`src/rtl/mcycle_sequencer.sv`:
```
// T-step / M-cycle timing generator for the microcode control unit.
// Tracks one-hot T-state and M-cycle position, handles stalls, HALT entry/wake and M-cycle overflow.
module mcycle_sequencer #(
  parameter int unsigned STEP_W  = 4,
  parameter int unsigned COUNT_W = 8
) (
  input  logic               i_Clk,
  input  logic               i_Reset_n,
  input  logic               i_Stall,
  input  logic               i_IR_Fetch,
  input  logic               i_Halt_Req,
  input  logic               i_Wake,
  output logic [STEP_W-1:0]  o_Cycle_Step,
  output logic [COUNT_W-1:0] o_Cycle_Count,
  output logic [2:0]         o_M_Index,
  output logic               o_Active,
  output logic               o_Instr_Start,
  output logic               o_Halted,
  output logic               o_Seq_Error
);

  localparam int unsigned IDX_W = 3;

  typedef enum logic {
    S_RUN  = 1'b0,
    S_HALT = 1'b1
  } state_t;

  state_t             r_state;
  logic [STEP_W-1:0]  r_step;
  logic [COUNT_W-1:0] r_count;
  logic [IDX_W-1:0]   r_idx;
  logic               r_err;

  logic w_run;
  logic w_advance;

  assign w_run     = (r_state == S_RUN);
  assign w_advance = w_run & ~i_Stall;

  // Step rotates every unstalled clock; count moves only on the last T-state.
  always_ff @(posedge i_Clk or negedge i_Reset_n) begin
    if (!i_Reset_n) begin
      r_state <= S_RUN;
      r_step  <= STEP_W'(1);
      r_count <= COUNT_W'(1);
      r_idx   <= IDX_W'(0);
      r_err   <= 1'b0;
    end else begin
      case (r_state)
        S_RUN: begin
          if (w_advance) begin
            r_step <= {r_step[STEP_W-2:0], r_step[STEP_W-1]};
            if (r_step[STEP_W-1]) begin
              if (i_IR_Fetch) begin
                r_count <= COUNT_W'(1);
                r_idx   <= IDX_W'(0);
                if (i_Halt_Req && !i_Wake) begin
                  r_state <= S_HALT;
                end
              end else if (r_count[COUNT_W-1]) begin
                // Microcode never requested a fetch: recover to M1 and flag it.
                r_count <= COUNT_W'(1);
                r_idx   <= IDX_W'(0);
                r_err   <= 1'b1;
              end else begin
                r_count <= {r_count[COUNT_W-2:0], 1'b0};
                r_idx   <= r_idx + IDX_W'(1);
              end
            end
          end
        end
        S_HALT: begin
          r_step  <= STEP_W'(1);
          r_count <= COUNT_W'(1);
          r_idx   <= IDX_W'(0);
          if (i_Wake) begin
            r_state <= S_RUN;
          end
        end
        default: begin
          r_state <= S_RUN;
        end
      endcase
    end
  end

  assign o_Cycle_Step  = r_step;
  assign o_Cycle_Count = r_count;
  assign o_M_Index     = r_idx;
  assign o_Halted      = (r_state == S_HALT);
  assign o_Seq_Error   = r_err;
  assign o_Active      = w_advance;
  assign o_Instr_Start = w_advance & r_step[0] & r_count[0];

endmodule
```
`config.mk`:
```
export PLATFORM = sky130hd
export DESIGN_NAME = mcycle_sequencer
export DESIGN_NICKNAME = d
export VERILOG_FILES = /design/src/rtl/mcycle_sequencer.sv
export SDC_FILE = /design/constraint.sdc
export NUM_CORES = 1
export LEC_CHECK = 0
export ABC_AREA = 1
export CORE_AREA = 2 2 39 41
export CTS_CLUSTER_DIAMETER = 150
export DETAILED_ROUTE_END_ITERATION = 10
export DIE_AREA = 0 0 41 43
export DONT_BUFFER_PORTS = 1
export PLACE_DENSITY = 0.74
export SYNTH_ARGS = -nofsm -noshare
export SYNTH_HDL_FRONTEND = slang
export SYNTH_SLANG_ARGS = --single-unit
```
`constraint.sdc`:
```
create_clock -name i_Clk -period 2.2 [get_ports i_Clk]
set_input_delay 0.11 -clock i_Clk [delete_from_list [all_inputs] [get_ports i_Clk]]
set_output_delay 0.11 -clock i_Clk [all_outputs]
set_load 0.02 [all_outputs]
```
==> results of run 1 <==
-- power groups by stage --
stage / Sequential (mW) / Combinational, mW / Clock (mW)
floorplan: 0.487 / 0.101 / 0
global placement: 0.499 / 0.112 / 0
detailed placement: 0.504 / 0.118 / 0
CTS: 0.498 / 0.132 / 0.169
global route: 0.505 / 0.149 / 0.179
finish: 0.497 / 0.131 / 0.169
-- synth_stat cells --
| master | instances | area share, % |
|---|---|---|
| o21ai_2 | 1 | 1.1 |
| dfrtp_1 | 15 | 49 |
| o21ai_0 | 1 | 0.65 |
| nand2_4 | 2 | 2.9 |
| nand2_2 | 2 | 1.6 |
| buf_6 | 1 | 1.5 |
| dfstp_2 | 2 | 6.8 |
| inv_1 | 9 | 4.4 |
| nand2_1 | 24 | 12 |
| o22ai_1 | 3 | 2.4 |
| ha_1 | 1 | 1.6 |
| nor2_1 | 1 | 0.49 |
| a21oi_1 | 1 | 0.65 |
| nor2_2 | 1 | 0.81 |
| nand3b_1 | 2 | 1.9 |
| inv_2 | 1 | 0.49 |
| o21ai_1 | 1 | 0.65 |
| nor3b_1 | 1 | 0.97 |
| nor3_4 | 2 | 4.2 |
| nand3_1 | 10 | 6.5 |
-- final timing paths --
path                                 startpoint               end  slack [ns]
worst max-delay path                   o_Halted     o_Instr_Start        0.58
worst min-delay path                 i_IR_Fetch  o_Cycle_Count[3]      -0.004
worst max register to register  o_Cycle_Step[3]      o_M_Index[2]        0.98
worst min register to register  o_Cycle_Step[0]   o_Cycle_Step[0]        0.57
max in group asynchronous             i_Reset_n  o_Cycle_Count[6]        1.41
min in group asynchronous             i_Reset_n      o_M_Index[0]        0.32
-- flip-flops by register name, summed over array words and instances (netlist names) --
| name | flops |
|---|---|
| o_Seq_Error | 1 |
| o_Cycle_Count | 8 |
| o_Cycle_Step | 4 |
| o_Halted | 1 |
| o_M_Index | 3 |
-- stage by stage --
stage,setup WS (ns),hold slack [ns]
2_1_floorplan,0.805,-0.186
3_3_place_gp,0.954,-0.185
3_5_place_dp,0.932,-0.185
4_1_cts,0.593,0.00121
5_1_grt,0.516,0.0145
6_report,0.580,-0.00392
-- layout make-up --
type	count	share of cell area, %
clock buffer	4	3.07
timing repair buffer	5	5.56
multi-input combinational	53	34.6
inverter	10	4.39
sequential	17	50.1
tap	16	2.34
-- cell families after synthesis --
kind of cell,share of synthesized area (%)
simple gates,31.1
flops,55.4
buf+inv,6.32
compound gates,5.51
fa+ha+maj,1.62
-- metal layers --
metal	share of wire (%)	wire length [um]
met2	50	790
met1	41	642
met5	0	0
met4	2.4	38
met3	6.1	95
-- critical path, cell delays in order (launching register included) --
cell and delay (ns):
dfrtp_1 0.53, inv_2 0.17, nand2_1 0.14, nor3b_1 0.21, buf_4 0.17
==> impl_metrics.csv, run 1 <==
group,metric,value,unit
global_route,gr-usage-all-layers,21.3,%
sta,holdWs,-0.00392,ns
cts,postCtsSetupBuffers,0,
finish,antenna_cells,0,
place,buffer_ports.inserted,0,
detailed_routing,drt_pass1_iterations,4,
floorplanning,rows,14,
critical_path,arrival,1.51,ns
floorplanning,coreArea,1380,um^2
place,gp_congestion,0.677,
worst_hold_path,min-delay-path-class,"input pin to flip-flop",
power_and_ir_drop,power_frac_seq,62.3,%
global_route,grt_pass1_vias,591,
place,post_dp_cell_area,788,um^2
finish,instances_no_fill,105,
global_route,grt_use_met1,26.9,%
finish,seq_area,428,um^2
critical_path,crit_path_start_kind,"flip-flop",
sta,fin_skew,0.00375,ns
cts,hold_buffers,4,
detailed_routing,drt-vias-per-instance,5.62,
power_and_ir_drop,p_sw,300,uW
global_route,grt_overflow,0,
sta,max_freq,0.617,GHz
cts,clk_pin_slew,0.10,ns
sta,setup_violations,0,
critical_path,cp-end-kind,"primary output",
power_and_ir_drop,ir_drop,591,uV
cts,clock_latency,0.29,ns
finish,stdcell_area,855,um^2
floorplanning,die_h,43,um
power_and_ir_drop,switching_share,37.6,%
power_and_ir_drop,p_leak,0.448,nW
detailed_routing,drc_errors,0,
synth,ys_types,20,
cts,clock-sinks,17,
cts,h-tree-depth,1,
synth,synth_seq_area_share,55.4,%
finish,layout_commonest_cell,"nand2_1",
detailed_routing,vias,590,
place,placed_cells,97,
run,cap_violations,0,
sta,finalCriticalPeriod,1.62,ns
cts,clockBufferDepth,2,
cts,cts_tree,"done",
synth,syn_area,772,um^2
finish,utilization,61.8,%
synth,avgSynthCellArea,9.53,um^2
sta,maxSlewViolCount,0,
floorplanning,io_pins,25,
sta,slew_headroom,49.3,%
cts,numCtsBuffers,3,
sta,finalHoldViolations,4,
detailed_routing,antenna_left,0,
status,status,"finished with violations",
global_route,use_met3,4.19,%
power_and_ir_drop,power.density,932,nW/um^2
finish,syn_to_final_growth,10.7,%
finish,fillCellCount,131,
synth,synth_warnings,0,
detailed_routing,wl_per_cell,14.9,um
sta,setup_tns,0,ns
critical_path,reg2regPathDepth,5,
global_route,met2_usage,33.1,%
global_route,grt_busiest_layer,"met2",
status,violations,"negative hold slack",
critical_path,crit_fanout,5,
global_route,antenna_found_initial,0,
sta,worst_pin_slew,0.757,ns
sta,post-route-period-util,73.7,%
detailed_routing,wl,1570,um
critical_path,crit_type,"flip-flop to primary output",
detailed_routing,drtIter0Drc,9,
global_route,grt_max_degree,18,
finish,layout.nets,97,
synth,synth_nets,88,
power_and_ir_drop,pwr-share-comb,16.4,%
place,hpwl,1040,um
synth,synth_cells,81,
finish,drive_above_1_share,16.9,%
sta,rsz0062_at_grt,"no",
floorplanning,die_w,41,um
power_and_ir_drop,clkPwrFrac,21.2,%
critical_path,required,2.09,ns
floorplanning,initial_core_util,55.8,%
floorplanning,die_area,1760,um^2
finish,multiInputGateArea,295,um^2
power_and_ir_drop,p_int,497,uW
cts,cts_resized,0,
synth,synth.ff_latch_count,17,
global_route,grt_first_pass_wirelength,2510,um
cts,cts_root_buf,"clkbuf_4",
finish,mostFrequentLayoutCells,"24 x nand2_1, 15 x dfrtp_1, 10 x nand3_1",
worst_hold_path,hold_depth,3,
power_and_ir_drop,total_power,797,uW
(Power assumes the default switching activity.)
==> inputs of run 2 (changes only) <==
--- a/config.mk
+++ b/config.mk
@@ -6,10 +6,9 @@
 export NUM_CORES = 1
 export LEC_CHECK = 0
 export ABC_AREA = 1
-export CORE_AREA = 2 2 39 41
+export CORE_UTILIZATION = 58
 export CTS_CLUSTER_DIAMETER = 150
 export DETAILED_ROUTE_END_ITERATION = 10
-export DIE_AREA = 0 0 41 43
 export DONT_BUFFER_PORTS = 1
 export PLACE_DENSITY = 0.74
 export SYNTH_ARGS = -nofsm -noshare
==> constraint.sdc (replaced) <==
create_clock -name i_Clk -period 1.6 [get_ports i_Clk]
set_input_delay 0.08 -clock i_Clk [delete_from_list [all_inputs] [get_ports i_Clk]]
set_output_delay 0.08 -clock i_Clk [all_outputs]
set_load 0.02 [all_outputs]
==> run 2 against run 1 <==
  * The flow now finishes without violations
  * Via count down 0.34%
  * Hold slack better by 0.019 ns
  * Largest cell class unchanged
  * Final cell count shrank 1.9%
  * First-iteration DRC count up 56%
  * Design area up 0.44%
  * Critical endpoint unchanged
  * Sequential power is 37% higher
  * Register-to-register slack got worse by 0.60 ns
  * Largest power group unchanged
  * Clock skew decreased by 0.0034 ns
  * Highest routed layer unchanged
  * Clock-buffer cell count unchanged
==> impl_metrics.csv, run 2 (synthesized netlist as in run 1, its figures left out) <==
group,metric,value,unit
floorplanning,coreArea,1170,um^2
floorplanning,rows,12,
finish,mostFrequentLayoutCells,"24 x nand2_1, 14 x dfrtp_1, 10 x nand3_1",
place,pre_cts_ws,0.365,ns
sta,setup_violations,0,
detailed_routing,vias,588,
cts,clockBufferDepth,2,
detailed_routing,drtIter0Drc,14,
floorplanning,die_area,1480,um^2
critical_path,crit_type,"flip-flop to primary output",
cts,numCtsBuffers,3,
cts,h-tree-depth,1,
global_route,grt_pass1_vias,521,
detailed_routing,antenna_left,0,
floorplanning,io_pins,25,
worst_hold_path,min-delay-path-class,"input pin to flip-flop",
global_route,grt_overflow,0,
status,status,"finished, final reports clean",
place,gp_congestion,0.690,
floorplanning,die_w,38.5,um
sta,setup_ws,0.115,ns
sta,finalCriticalPeriod,1.49,ns
sta,post-route-period-util,92.8,%
finish,largest_register_ffs,8,
critical_path,required,1.52,ns
cts,clk_pin_slew,0.10,ns
sta,rsz0062_at_grt,"no",
finish,stdcell_area,858,um^2
sta,slew_headroom,48.6,%
critical_path,arrival,1.41,ns
sta,maxSlewViolCount,0,
sta,worst_pin_slew,0.768,ns
power_and_ir_drop,power.density,1280,nW/um^2
sta,max_freq,0.673,GHz
cts,cts_root_buf,"clkbuf_4",
detailed_routing,wl,1590,um
place,post_dp_cell_area,786,um^2
global_route,grt_max_degree,18,
global_route,gr-usage-all-layers,26.0,%
global_route,grt_first_pass_wirelength,2480,um
place,hpwl,1050,um
detailed_routing,wl_per_cell,15.5,um
detailed_routing,drc_errors,0,
detailed_routing,drt_pass1_iterations,4,
critical_path,crit_path_start_kind,"flip-flop",
sta,fin_skew,0.000349,ns
place,buffer_ports.inserted,0,
power_and_ir_drop,ir_drop,770,uV
floorplanning,die_h,38.5,um
finish,syn_to_final_growth,11.2,%
power_and_ir_drop,p_leak,0.447,nW
run,cap_violations,0,
finish,fillCellCount,93,
cts,cts_tree,"done",
finish,drive_above_1_share,19.1,%
critical_path,cp-end-kind,"primary output",
critical_path,crit_fanout,5,
cts,clock-sinks,17,
finish,seq_area,429,um^2
finish,layout.nets,97,
finish,multiInputGateArea,300,um^2
global_route,antenna_found_initial,0,
floorplanning,initial_core_util,65.9,%
sta,finalHoldViolations,0,
finish,antenna_cells,0,
sta,setup_tns,0,ns
detailed_routing,drt-vias-per-instance,5.71,
cts,clock_latency,0.29,ns
finish,layout_commonest_cell,"nand2_1",
run 2: timing repair:
action | CTS | global route
resized for setup | 0 | 2
hold endpoints to repair | 31 | 0
setup buffers | 0 | 0
endpoints found under the setup margin | 0 | 1
hold buffers | 4 | 0
run 2: stage by stage:
stage	power (mW)	std cells	hold WS, ns	utilization, %
after global routing	1.16	103	0.0246	73.3
final	1.10	103	0.0147	73.3
after floorplan	0.809	81	-0.216	-
after detailed placement	0.854	95	-0.215	67.1
after global placement	0.840	95	-0.215	67.1
after CTS	1.10	103	0.00935	72.8
run 2: report_power, final:
part | leakage [nW] | switching (mW) | internal, mW | total, mW
logic | 0.212 | 0.112 | 0.0720 | 0.185
registers | 0.220 | 0.168 | 0.516 | 0.683
clock network | 0.0150 | 0.136 | 0.0970 | 0.233
total | 0.447 | 0.416 | 0.685 | 1.10
run 2: path summary, 6_finish.rpt:
path	from	end	slack (ns)	cells after the start
worst max register to register	o_Cycle_Step[3]	o_Cycle_Count[1]	0.38	4
worst min register to register	o_Cycle_Count[0]	o_Cycle_Count[0]	0.55	2
min in group asynchronous	i_Reset_n	o_Cycle_Step[3]	0.30	1
worst max-delay path	o_Halted	o_Instr_Start	0.11	4
worst min-delay path	i_Stall	o_Seq_Error	0.01	3
max in group asynchronous	i_Reset_n	o_Halted	0.78	1
run 2: routing by layer:
layer | wire length, um | GRT usage (%) | part of all wire (%)
met3 | 88 | 6.98 | 5.5
met2 | 822 | 38.8 | 52
met5 | 0 | 0 | 0
met4 | 33 | 12.9 | 2.1
met1 | 650 | 34.7 | 41
run 2: worst max-delay path, stage by stage, from the launching register on:
cell	delay (ns)
dfrtp_2	0.50
inv_2	0.14
nand2_1	0.14
nor3b_2	0.18
buf_4	0.16
run 2: final cells by class:
class / count / area share, %
timing repair buffer: 5 / 5.54
clock buffer: 4 / 3.06
tap: 14 / 2.04
inverter: 10 / 4.37
multi-input combinational: 53 / 35.0
sequential: 17 / 50.0
==> inputs of run 3 (changes only) <==
--- a/config.mk
+++ b/config.mk
@@ -5,12 +5,12 @@
 export SDC_FILE = /design/constraint.sdc
 export NUM_CORES = 1
 export LEC_CHECK = 0
-export ABC_AREA = 1
-export CORE_UTILIZATION = 58
+export CORE_AREA = 2 2 39 41
 export CTS_CLUSTER_DIAMETER = 150
 export DETAILED_ROUTE_END_ITERATION = 10
+export DIE_AREA = 0 0 41 43
 export DONT_BUFFER_PORTS = 1
-export PLACE_DENSITY = 0.74
+export PLACE_DENSITY = 0.66
 export SYNTH_ARGS = -nofsm -noshare
 export SYNTH_HDL_FRONTEND = slang
 export SYNTH_SLANG_ARGS = --single-unit
==> run 3 against run 2 <==
  * Sequential share of layout area grew 4.0 points
  * Register-to-register slack lost 0.14 ns
  * Area after synthesis down 12%
  * Largest power group unchanged
  * Maximum frequency is 3.9% higher
  * Via count is 22% lower
  * Critical path depth is 1 lower
  * Synthesized cell count decreased by 33%
  * Total power down 39%
  * Non-clock buffer count rose by 5
==> impl_metrics.csv, run 3 <==
group,metric,value,unit
status,status,"finished, final reports clean",
power_and_ir_drop,clkPwrFrac,32.2,%
critical_path,crit_type,"flip-flop to primary output",
detailed_routing,drtIter0Drc,2,
sta,post-route-period-util,89.3,%
finish,fillCellCount,128,
floorplanning,die_w,41,um
power_and_ir_drop,power.density,847,nW/um^2
detailed_routing,wl,1200,um
synth,avgSynthCellArea,12.6,um^2
critical_path,cpLargestDelayFamily,"flip-flops",
synth,synth_nets,61,
sta,finalHoldViolations,0,
synth,synth_compound_area_share,15.3,%
place,buffer_ports.inserted,0,
synth,yosys.area.top_type_share,55.4,%
synth,synth.ff_latch_count,17,
global_route,antenna_found_initial,0,
global_route,grt_max_degree,18,
synth,synth_common_cells,"15 x dfrtp_1, 9 x a22o_1, 5 x nor2_1",
sta,slew_headroom,49.3,%
synth,synth_seq_area_share,63.1,%
cts,clock_latency,0.28,ns
synth,synth_top_family_by_area,"compound AO/OA/AOI/OAI gates",
sta,finalCriticalPeriod,1.43,ns
floorplanning,die_h,43,um
critical_path,required,1.52,ns
critical_path,crit_buf_inv,1,
sta,max_freq,0.700,GHz
cts,clk_pin_slew,0.09,ns
global_route,grt_overflow,0,
global_route,gr-usage-all-layers,16.4,%
power_and_ir_drop,ir_drop,498,uV
critical_path,crit_fanout,7,
place,gp_congestion,0.707,
global_route,grt_first_pass_wirelength,1870,um
cts,numCtsBuffers,3,
sta,setup_violations,0,
power_and_ir_drop,switching_share,20.1,%
synth,synth_warnings,0,
finish,largest_register_ffs,8,
synth,ys_async_sr_fraction,100,%
sta,rsz0062_at_grt,"no",
power_and_ir_drop,p_sw,135,uW
critical_path,slowest_stage,"dfrtp_1",
finish,layout.nets,73,
sta,worst_pin_slew,0.758,ns
synth,synth_top_area_cell,"dfrtp_1",
finish,mostFrequentLayoutCells,"15 x dfrtp_1, 9 x a22o_1, 7 x buf_4",
critical_path,crit_path_start_kind,"flip-flop",
power_and_ir_drop,p_int,536,uW
synth,yosys.area_share.xor_xnor,0,%
cts,clock-sinks,17,
cts,postCtsSetupBuffers,0,
detailed_routing,drt-vias-per-instance,5.68,
detailed_routing,drt_pass1_iterations,3,
detailed_routing,wl_per_cell,14.8,um
cts,cts_root_buf,"clkbuf_4",
global_route,grt_pass1_vias,403,
critical_path,cpPeakStageDelay,0.47,ns
detailed_routing,antenna_left,0,
cts,clockBufferDepth,2,
synth,yosysMostFrequentCell,"dfrtp_1",
power_and_ir_drop,p_leak,0.432,nW
run,cap_violations,0,
cts,cts_tree,"done",
floorplanning,io_pins,25,
floorplanning,die_area,1760,um^2
floorplanning,initial_core_util,49.0,%
detailed_routing,vias,460,
synth,synth_ff_type,"dfrtp_1",
power_and_ir_drop,pwr-share-comb,3.8,%
synth,synth_area_leaders,"dfrtp_1 55%, a22o_1 12%, dfstp_2 7.7%",
critical_path,arrival,1.35,ns
sta,setup_tns,0,ns
critical_path,crit_chain,"nor2_2 -> buf_4 -> and3_1",
cts,h-tree-depth,1,
synth,synth_simple_gate_area_share,10.3,%
synth,synth_edf_count,0,
place,hpwl,897,um
finish,syn_to_final_growth,16.8,%
critical_path,cp-end-kind,"primary output",
synth,syn_area,678,um^2
synth,synth_cells,54,
finish,antenna_cells,0,
synth,synth_fa_ha_area_share,1.85,%
power_and_ir_drop,total_power,671,uW
finish,layout_commonest_cell,"dfrtp_1",
synth,muxShareOfSynthArea,6.09,%
synth,ys_types,18,
detailed_routing,drc_errors,0,
worst_hold_path,min-delay-path-class,"input pin to flip-flop",
finish,drive_above_1_share,21.5,%
floorplanning,coreArea,1380,um^2
sta,fin_skew,0.00679,ns
floorplanning,rows,14,
power_and_ir_drop,power_frac_seq,64.0,%
sta,maxSlewViolCount,0,
-- run 3: worst paths after layout --
check	from	end	slack, ns	depth (start not counted)
worst max-delay path	o_Halted	o_Instr_Start	0.17	3
worst min-delay path	i_IR_Fetch	o_Seq_Error	0.02	2
worst max register to register	o_M_Index[1]	o_M_Index[2]	0.24	4
worst min register to register	o_Cycle_Count[0]	o_Cycle_Count[0]	0.53	2
max in group asynchronous	i_Reset_n	o_Cycle_Count[1]	0.82	1
min in group asynchronous	i_Reset_n	o_M_Index[2]	0.31	1
-- run 3: timing repair --
item | in CTS | in global routing
endpoints found under the hold margin | 22 | 0
hold buffers | 3 | 0
setup endpoints to repair | 0 | 0
gates resized for setup | 0 | 0
-- run 3: final cells by class --
| cell class | instances | area [um^2] | area share [%] |
|---|---|---|---|
| Clock buffer | 4 | 26.3 | 3.32 |
| Inverter | 2 | 7.51 | 0.948 |
| Sequential cell | 17 | 428 | 54.0 |
| Timing Repair Buffer | 10 | 82.6 | 10.4 |
| Multi-Input combinational cell | 32 | 228 | 28.8 |
| Tap cell | 16 | 20.0 | 2.53 |
-- run 3: metrics by stage --
| step | cell area (um^2) | instances | util [%] | hold slack (ns) | setup WS, ns |
|---|---|---|---|---|---|
| global placement | 736 | 74 | 53.2 | -0.215 | 0.256 |
| floorplan | 678 | 54 | - | -0.216 | 0.210 |
| global route | 792 | 81 | 57.2 | 0.0205 | 0.105 |
| CTS | 792 | 81 | 57.2 | 0.00414 | 0.154 |
| detailed placement | 736 | 74 | 53.2 | -0.215 | 0.240 |
| finish | 792 | 81 | 57.2 | 0.0164 | 0.171 |
-- run 3: logic make-up (layout without fill, tap and decap cells) --
logic type / after synthesis / after routing
mux: 4 / 4
buf+inv: 5 / 16
simple gates: 14 / 14
compound gates: 13 / 13
fa+ha+maj: 1 / 1
flops: 17 / 17
-- run 3: routing by layer --
layer | track usage [%] | up-vias | part of all wire [%]
met1 | 21.7 | 228 | 46
met5 | 0 | - | 0
met2 | 22.2 | 13 | 47
met3 | 5.76 | 0 | 7.7
met4 | 10.0 | 0 | 0
li1 | - | 219 | -
-- run 3: power groups by stage --
stage	Sequential (mW)	Combinational [mW]	Clock, mW
floorplan	0.438	0.0102	0
global placement	0.438	0.0101	0
detailed placement	0.438	0.00990	0
CTS	0.430	0.0260	0.229
global route	0.430	0.0277	0.246
finish	0.430	0.0253	0.216
-- run 3: worst reg2reg max path, cell delays in order, from the launching register on --
cell and delay (ns):
dfrtp_1 0.48, ha_1 0.22, or4_1 0.39, o21ai_1 0.09, a22o_1 0.14
